$ cat src/rtl/stack_queue_ram_ctrl.sv
// LIFO/FIFO buffer controller for an external single-port synchronous RAM with registered RAM interface.
// Optional macro STACK_QUEUE_PEEK_EN adds a Peek input that reads the next entry without removing it.
module stack_queue_ram_ctrl #(
    parameter int DATA_W = 8,
    parameter int ADDR_W = 8
) (
    input  logic              Clk,
    input  logic              Reset,
    input  logic              Push,
    input  logic              Pop,
`ifdef STACK_QUEUE_PEEK_EN
    input  logic              Peek,
`endif
    input  logic              Mode,
    input  logic              ClearFlags,
    input  logic [DATA_W-1:0] DataIn,
    output logic [ADDR_W:0]   Count,
    output logic              Full,
    output logic              Empty,
    output logic              Busy,
    output logic [DATA_W-1:0] Value,
    output logic              ValueValid,
    output logic              Overflow,
    output logic              Underflow,
    output logic              ModeQ,
    output logic              RAMEnable,
    output logic              RAMWriteEnable,
    output logic [ADDR_W-1:0] RAMAddress,
    output logic [DATA_W-1:0] RAMDataIn,
    input  logic [DATA_W-1:0] RAMDataOut
);

    typedef enum logic [1:0] {IDLE, WRITE, READ, CAPT} state_t;

    localparam logic [ADDR_W:0]   DEPTH_C = {1'b1, {ADDR_W{1'b0}}};
    localparam logic [ADDR_W:0]   ONE_C   = {{ADDR_W{1'b0}}, 1'b1};
    localparam logic [ADDR_W-1:0] ONE_A   = {{(ADDR_W-1){1'b0}}, 1'b1};

    state_t            state, next_state;
    logic [ADDR_W-1:0] wr_ptr, rd_ptr, read_addr;
    logic              peek_req;
    logic              do_push, do_pop, do_peek, set_ovf, set_unf;

`ifdef STACK_QUEUE_PEEK_EN
    assign peek_req = Peek;
`else
    assign peek_req = 1'b0;
`endif

    assign Full  = (Count == DEPTH_C);
    assign Empty = (Count == '0);
    assign Busy  = (state != IDLE);

    // LIFO reads the entry below the write pointer; FIFO reads at the head.
    assign read_addr = ModeQ ? rd_ptr : wr_ptr - ONE_A;

    always_ff @(posedge Clk) begin
        if (Reset) state <= IDLE;
        else       state <= next_state;
    end

    always_comb begin
        // NOTE: every output of this block gets a default first so no latch is inferred.
        next_state = state;
        do_push    = 1'b0;
        do_pop     = 1'b0;
        do_peek    = 1'b0;
        set_ovf    = 1'b0;
        set_unf    = 1'b0;
        case (state)
            IDLE: begin
                if (Push && !Pop) begin
                    if (Full) begin
                        set_ovf = 1'b1;
                    end else begin
                        do_push    = 1'b1;
                        next_state = WRITE;
                    end
                end else if (Pop && !Push) begin
                    if (Empty) begin
                        set_unf = 1'b1;
                    end else begin
                        do_pop     = 1'b1;
                        next_state = READ;
                    end
                end else if (peek_req && !Push && !Pop) begin
                    if (Empty) begin
                        set_unf = 1'b1;
                    end else begin
                        do_peek    = 1'b1;
                        next_state = READ;
                    end
                end
            end
            WRITE:   next_state = IDLE;
            READ:    next_state = CAPT;
            CAPT:    next_state = IDLE;
            default: next_state = IDLE;
        endcase
    end

    // NOTE: sequential state uses non-blocking assignments so every register samples pre-edge values.
    always_ff @(posedge Clk) begin
        if (Reset) begin
            wr_ptr         <= '0;
            rd_ptr         <= '0;
            Count          <= '0;
            Value          <= '0;
            ValueValid     <= 1'b0;
            Overflow       <= 1'b0;
            Underflow      <= 1'b0;
            ModeQ          <= 1'b0;
            RAMEnable      <= 1'b0;
            RAMWriteEnable <= 1'b0;
            RAMAddress     <= '0;
            RAMDataIn      <= '0;
        end else begin
            RAMEnable      <= 1'b0;
            RAMWriteEnable <= 1'b0;
            ValueValid     <= 1'b0;

            if (do_push) begin
                RAMEnable      <= 1'b1;
                RAMWriteEnable <= 1'b1;
                RAMAddress     <= wr_ptr;
                RAMDataIn      <= DataIn;
                wr_ptr         <= wr_ptr + ONE_A;
                Count          <= Count + ONE_C;
            end

            if (do_pop || do_peek) begin
                RAMEnable  <= 1'b1;
                RAMAddress <= read_addr;
            end

            if (do_pop) begin
                Count <= Count - ONE_C;
                if (ModeQ) rd_ptr <= rd_ptr + ONE_A;
                else       wr_ptr <= wr_ptr - ONE_A;
            end

            if (state == CAPT) begin
                Value      <= RAMDataOut;
                ValueValid <= 1'b1;
            end

            // An empty idle buffer re-aligns the FIFO head and follows the Mode switch.
            if (state == IDLE && Empty) begin
                ModeQ  <= Mode;
                rd_ptr <= wr_ptr;
            end

            if (set_ovf)         Overflow <= 1'b1;
            else if (ClearFlags) Overflow <= 1'b0;

            if (set_unf)         Underflow <= 1'b1;
            else if (ClearFlags) Underflow <= 1'b0;
        end
    end

endmodule

$ cat config.mk
export PLATFORM = sky130hd
export DESIGN_NAME = stack_queue_ram_ctrl
export DESIGN_NICKNAME = d
export VERILOG_FILES = /design/src/rtl/stack_queue_ram_ctrl.sv
export SDC_FILE = /design/constraint.sdc
export NUM_CORES = 1
export LEC_CHECK = 0
export BUFFER_PORTS_ARGS = -buffer_cell sky130_fd_sc_hd__clkbuf_2
export CAP_MARGIN = 20
export CELL_PAD_IN_SITES_DETAIL_PLACEMENT = 1
export CELL_PAD_IN_SITES_GLOBAL_PLACEMENT = 2
export CORE_MARGIN = 2
export CORE_UTILIZATION = 28
export DETAILED_ROUTE_END_ITERATION = 8
export PLACE_DENSITY_LB_ADDON = 0.1
export SLEW_MARGIN = 15
export SYNTH_ARGS = -nofsm -noshare
export SYNTH_HDL_FRONTEND = slang
export SYNTH_SLANG_ARGS = --single-unit
$ cat constraint.sdc
create_clock -name Clk -period 3.1 [get_ports Clk]
set_input_delay 0.465 -clock Clk [delete_from_list [all_inputs] [get_ports Clk]]
set_output_delay 0.465 -clock Clk [all_outputs]
set_load 0.05 [all_outputs]
# Yosys cells after proc, flatten, opt, wreduce, memory -nomap -nowiden
# Cells that the tools add are included.
op_classes:
  reduce_logical: 16
  addsub: 5
  muxes: 36
  n_eq_ne: 7
ops:
  columns: ["cell", "count"]
  rows:
  - ["2-to-1 mux 8 bit", 9]
  - ["2-to-1 mux 1 bit", 20]
  - ["2-to-1 mux 9 bit", 2]
  - ["adder 8 x 1 -> 8 bit (second input constant)", 2]
  - ["nonzero test 2 bit", 6]
  - ["adder 9 x 1 -> 9 bit (second input constant)", 1]
  - ["== test 9 bit (second input constant)", 1]
  - ["zero test 9 bit", 1]
  - ["!= test 3 bit (second input constant)", 3]
  - ["subtractor 9 x 1 -> 9 bit (second input constant)", 1]
  - ["2-to-1 mux 2 bit", 4]
  - ["subtractor 8 x 1 -> 8 bit (second input constant)", 1]
  - ["one-hot mux 2 bit (3 select lines)", 1]
  - ["== test 2 bit (second input constant)", 2]
  - ["logical AND 1 bit", 3]
  - ["AND reduction 3 bit", 1]
  - ["== test 2 x 1 -> 1 bit (second input constant)", 1]
  - ["zero test 1 bit", 2]
  - ["zero test 2 bit", 1]
  - ["AND reduction 2 bit", 1]
  - ["OR reduction 2 bit", 1]
totals:
  inputBits: 22
  wordCells: 77
  output_inout_bits: 42
  register_bits: 57

# Depth between registers and ports, before layout
logic_depth:
  word_depth: 7
  ltp_mapped: 13
  ltp_nobuf: 12

# Worst setup path after synthesis
# OpenSTA, ideal clock, no wires.
synth_timing:
  kind: "flip-flop to flip-flop"
  start: "reg Count[4]"
  end: "reg Count[8]"
  slack_ns: -0.048
  arrival_time_ns: 3.007
  path_stages_with_launch: 11
  n_path_buf: 1
  required_ns: 2.960
  path_cell_list: "dfxtp_1 > or4_4 > o31a_1 > buf_2 > ha_1 > nor2b_1 > o31a_1 > o31a_1 > o22ai_1 > or4_1 > o311ai_0"
synth_via:
  elab_chain_cells: 6
synth_rtl:
  columns: ["item", "line", "source"]
  rows:
  - ["start, declared", "17", "output logic [ADDR_W:0] Count,"]
  - ["start signal, assigned", "128", "Count <= Count + ONE_C;"]
  - ["start signal, assigned", "137", "Count <= Count - ONE_C;"]
  - ["parallel branches: the longest is 6 deep, another holds adder 9 x 1 -> 9 bit", null, null]
# Several ways; the timed one is not identified. The select of a mux whose other input is x is not followed.
# A chain may end at the register's enable or synchronous reset.

# Worst setup path after layout
layout_timing:
  start: "reg Count[2]"
  end: "reg Count[8]"
# Same word-level chain as after synthesis.

==> reports/results.tsv <==
metric	value	unit
dominant synthesized flop cell	dfxtp_1	
Overflow after GRT	0	
post-synthesis cell type count	55	
die area	11500	µm²
kind of critical path	register to register	
cell row count	37	
VDD IR-drop max	0.405	mV
post-synth top area cell	dfxtp_1	
initial antenna violation count	0	
Filler cells	1282	
slowest stage delay, CP	0.53	ns
outcome	completed	
max capacitance violation total	0	
worst-margin pin slew	0.818	ns
Area growth, synth to finish	25.5	%
DRT Pass-1 Iters	4	
most common cell after layout, fill and taps aside	clkbuf_2	
core area	10400	µm²
FFs w/ async S/R, synth	0	%
number of flops mapped to enable cells by yosys	0	
Synth warnings	0	
Skew-Pair Late Insertion Delay	0.35	ns
CP endpoint kind	register	
CTS Hold Buffers Added	0	
synthesis-stage register bit count	57	
Clock Power Share	21.4	%
DIE HEIGHT	107	µm
largest net degree at the start of global routing	36	
Tot GR Track Use	16.5	%
routed len/inst	15.5	µm
clk sinks	57	
register share of total power	29.8	%
CTS tree	built	
post-synth top area share	38.1	%
Hold Violations, Final	0	
relative slew slack	45.4	%
Hold Crit Class	input pin to register	
post-synthesis sequential area ratio	38.1	%
DRC	0	
worst setup margin	0.185	ns
syn_area_per_cell	8.06	µm²
DP Wirelength	6560	µm
placed cell count	566	
Int Pwr	1770	µW
routed vias/inst	4.97	
most frequent cells in the layout	63 x clkbuf_2, 56 x nor2_1, 54 x dfxtp_1	
f_max	343	MHz
Sequential Area	1140	µm²
mapped cell area	2990	µm²
Net Switching	1510	µW
Multi-input gate area	1730	µm²
share of cells above drive strength 1	26.0	%
Design Power	3280	µW
Place WS	-0.00566	ns
RSZ-0062 raised after global routing	false	
Nets	477	
CP Max Fanout	7	
leakage	0.00153	µW
combinational share of power	48.8	%
antenna-violating nets left	0	
CP delay by family, top	compound AO/OA/AOI/OAI gates	
cells along the critical path	or4_4 -> o31a_1 -> buf_4 -> ha_4 -> o21a_1 -> o31a_1 -> o31a_1 -> o22ai_1 -> or4_1 -> o311ai_0	
Starting Density	28.8	%
first-pass GRT wire length	14800	µm
port bufs	63	
Setup crit start kind	register	
Initial DRC Count	92	
Slew Viols, Final	0	
CP Buf/Inv Count	1	
syn nets	406	
Data required, critical path	3.33	ns
CTS Buf Count	9	
n_diodes	0	
Non-Filler Instances	583	
top post-synthesis cells by area	dfxtp_1 38%, nor2_1 7.0%, a21oi_1 6.2%	
fin crit share	94.0	%
CTS Buffer Depth	2	
Final Skew	0.00700	ns
clk slew on worst S/H paths	0.07	ns
fin crit period	2.92	ns
die width	107	µm
Critical-path top delay cell	or4_4	
Worst EP arrival	3.15	ns
gpl congestion	0.779	
H-tree lvl count	3	
Finish-stage setup viols	0	
Clk Tree Root Cell	clkbuf_8	
most used cell, CP	o31a_1	
vias	2897	
routed wire length	9030	µm
vias in the first global route	2985	
Pwr Density	875	nW/µm²
sw frac	46.1	%
Syn Inst Count	371	
# IOs	64	
-- routing by layer --
layer  global-route usage, %  wire, µm
met5                       0         0
met4                    7.51       144
met3                    3.27       263
met2                    27.8      4460
met1                    20.1      4160
-- power by group through the flow --
| stage | Clock, µW | Sequential (µW) | Combinational, µW |
|---|---|---|---|
| after floorplan | 0 | 1220 | 921 |
| after global placement | 0 | 996 | 1590 |
| after detailed placement | 0 | 997 | 1610 |
| after CTS | 731 | 981 | 1610 |
| after global routing | 763 | 999 | 1770 |
| final | 703 | 978 | 1600 |
-- timing repair --
item                                    in CTS  in global routing
buffers inserted                             0                  1
resized for setup                            0                  3
endpoints found under the setup margin       0                  1
-- through the flow --
step                      TNS [ns]  util [%]  hold slack [ns]  area [µm²]
after floorplan                  0         -            0.458        3000
after global placement           0      34.1            0.443        3530
after detailed placement  -0.00566      34.1            0.452        3530
after CTS                        0      35.9            0.317        3720
after global routing             0      36.2            0.337        3750
final                            0      36.2            0.334        3750
-- cells in the mapped netlist, drive strengths merged (2+ instances only) --
cell type / instances
o211ai: 2
o21ai: 14
or3: 2
or4: 3
a311oi: 3
a31oi: 2
nor3: 7
and3: 3
a211oi: 10
nor2b: 2
a22oi: 4
nand4: 2
mux2i: 8
nor2: 56
inv: 17
dfxtp: 57
ha: 12
o311ai: 2
nand2: 38
a21oi: 37
o31a: 4
nand3: 20
or2: 3
o22ai: 3
nor4: 4
xor2: 5
xnor2: 9
buf: 9
o21a: 2
nand2b: 4
clkbuf: 13
-- flip-flops by register name, summed over array words and instances, names as in the netlist, 2 cells and up --
signal and count:
Count 9, RAMAddress 8, RAMDataIn 8, Value 8, rd_ptr 8, state 2, wr_ptr 8
-- cell type report --
class	instances	share of cell area [%]
well taps	136	4.53
flip-flops and latches	57	30.5
multi-input cells	275	46.0
repair buffers	82	12.2
clock inverters	3	1.07
inverters	17	1.70
clock buffers	13	3.97
-- worst register-to-register path, stage by stage, from the launching register on --
cell	delay, ns
dfxtp_1	0.36
or4_4	0.53
o31a_1	0.34
buf_4	0.19
ha_4	0.29
o21a_1	0.11
o31a_1	0.17
o31a_1	0.17
o22ai_1	0.12
or4_1	0.42
o311ai_0	0.12
-- final timing paths --
check / start / cells past startpoint / slack, ns / to
worst max-delay path: Count[2] / 10 / 0.18 / Count[8]
worst min-delay path: DataIn[6] / 3 / 0.33 / RAMDataIn[6]
worst max register to register: Count[2] / 10 / 0.18 / Count[8]
worst min register to register: RAMDataIn[0] / 2 / 0.46 / RAMDataIn[0]
-- cell families (layout without fill, tap and decap cells) --
kind of cell / after synthesis / after routing / synth area share, %
AO/OA/AOI/OAI: 92 / 92 / 20.7
multiplexers: 8 / 8 / 2.68
flip-flops: 57 / 57 / 38.1
buffers and inverters: 39 / 115 / 5.48
AND/OR/NAND/NOR: 148 / 148 / 23.2
adder cells (fa/ha/maj): 13 / 13 / 5.69
XOR/XNOR: 14 / 14 / 4.10
No activity file was read; power rests on OpenSTA's default activity.
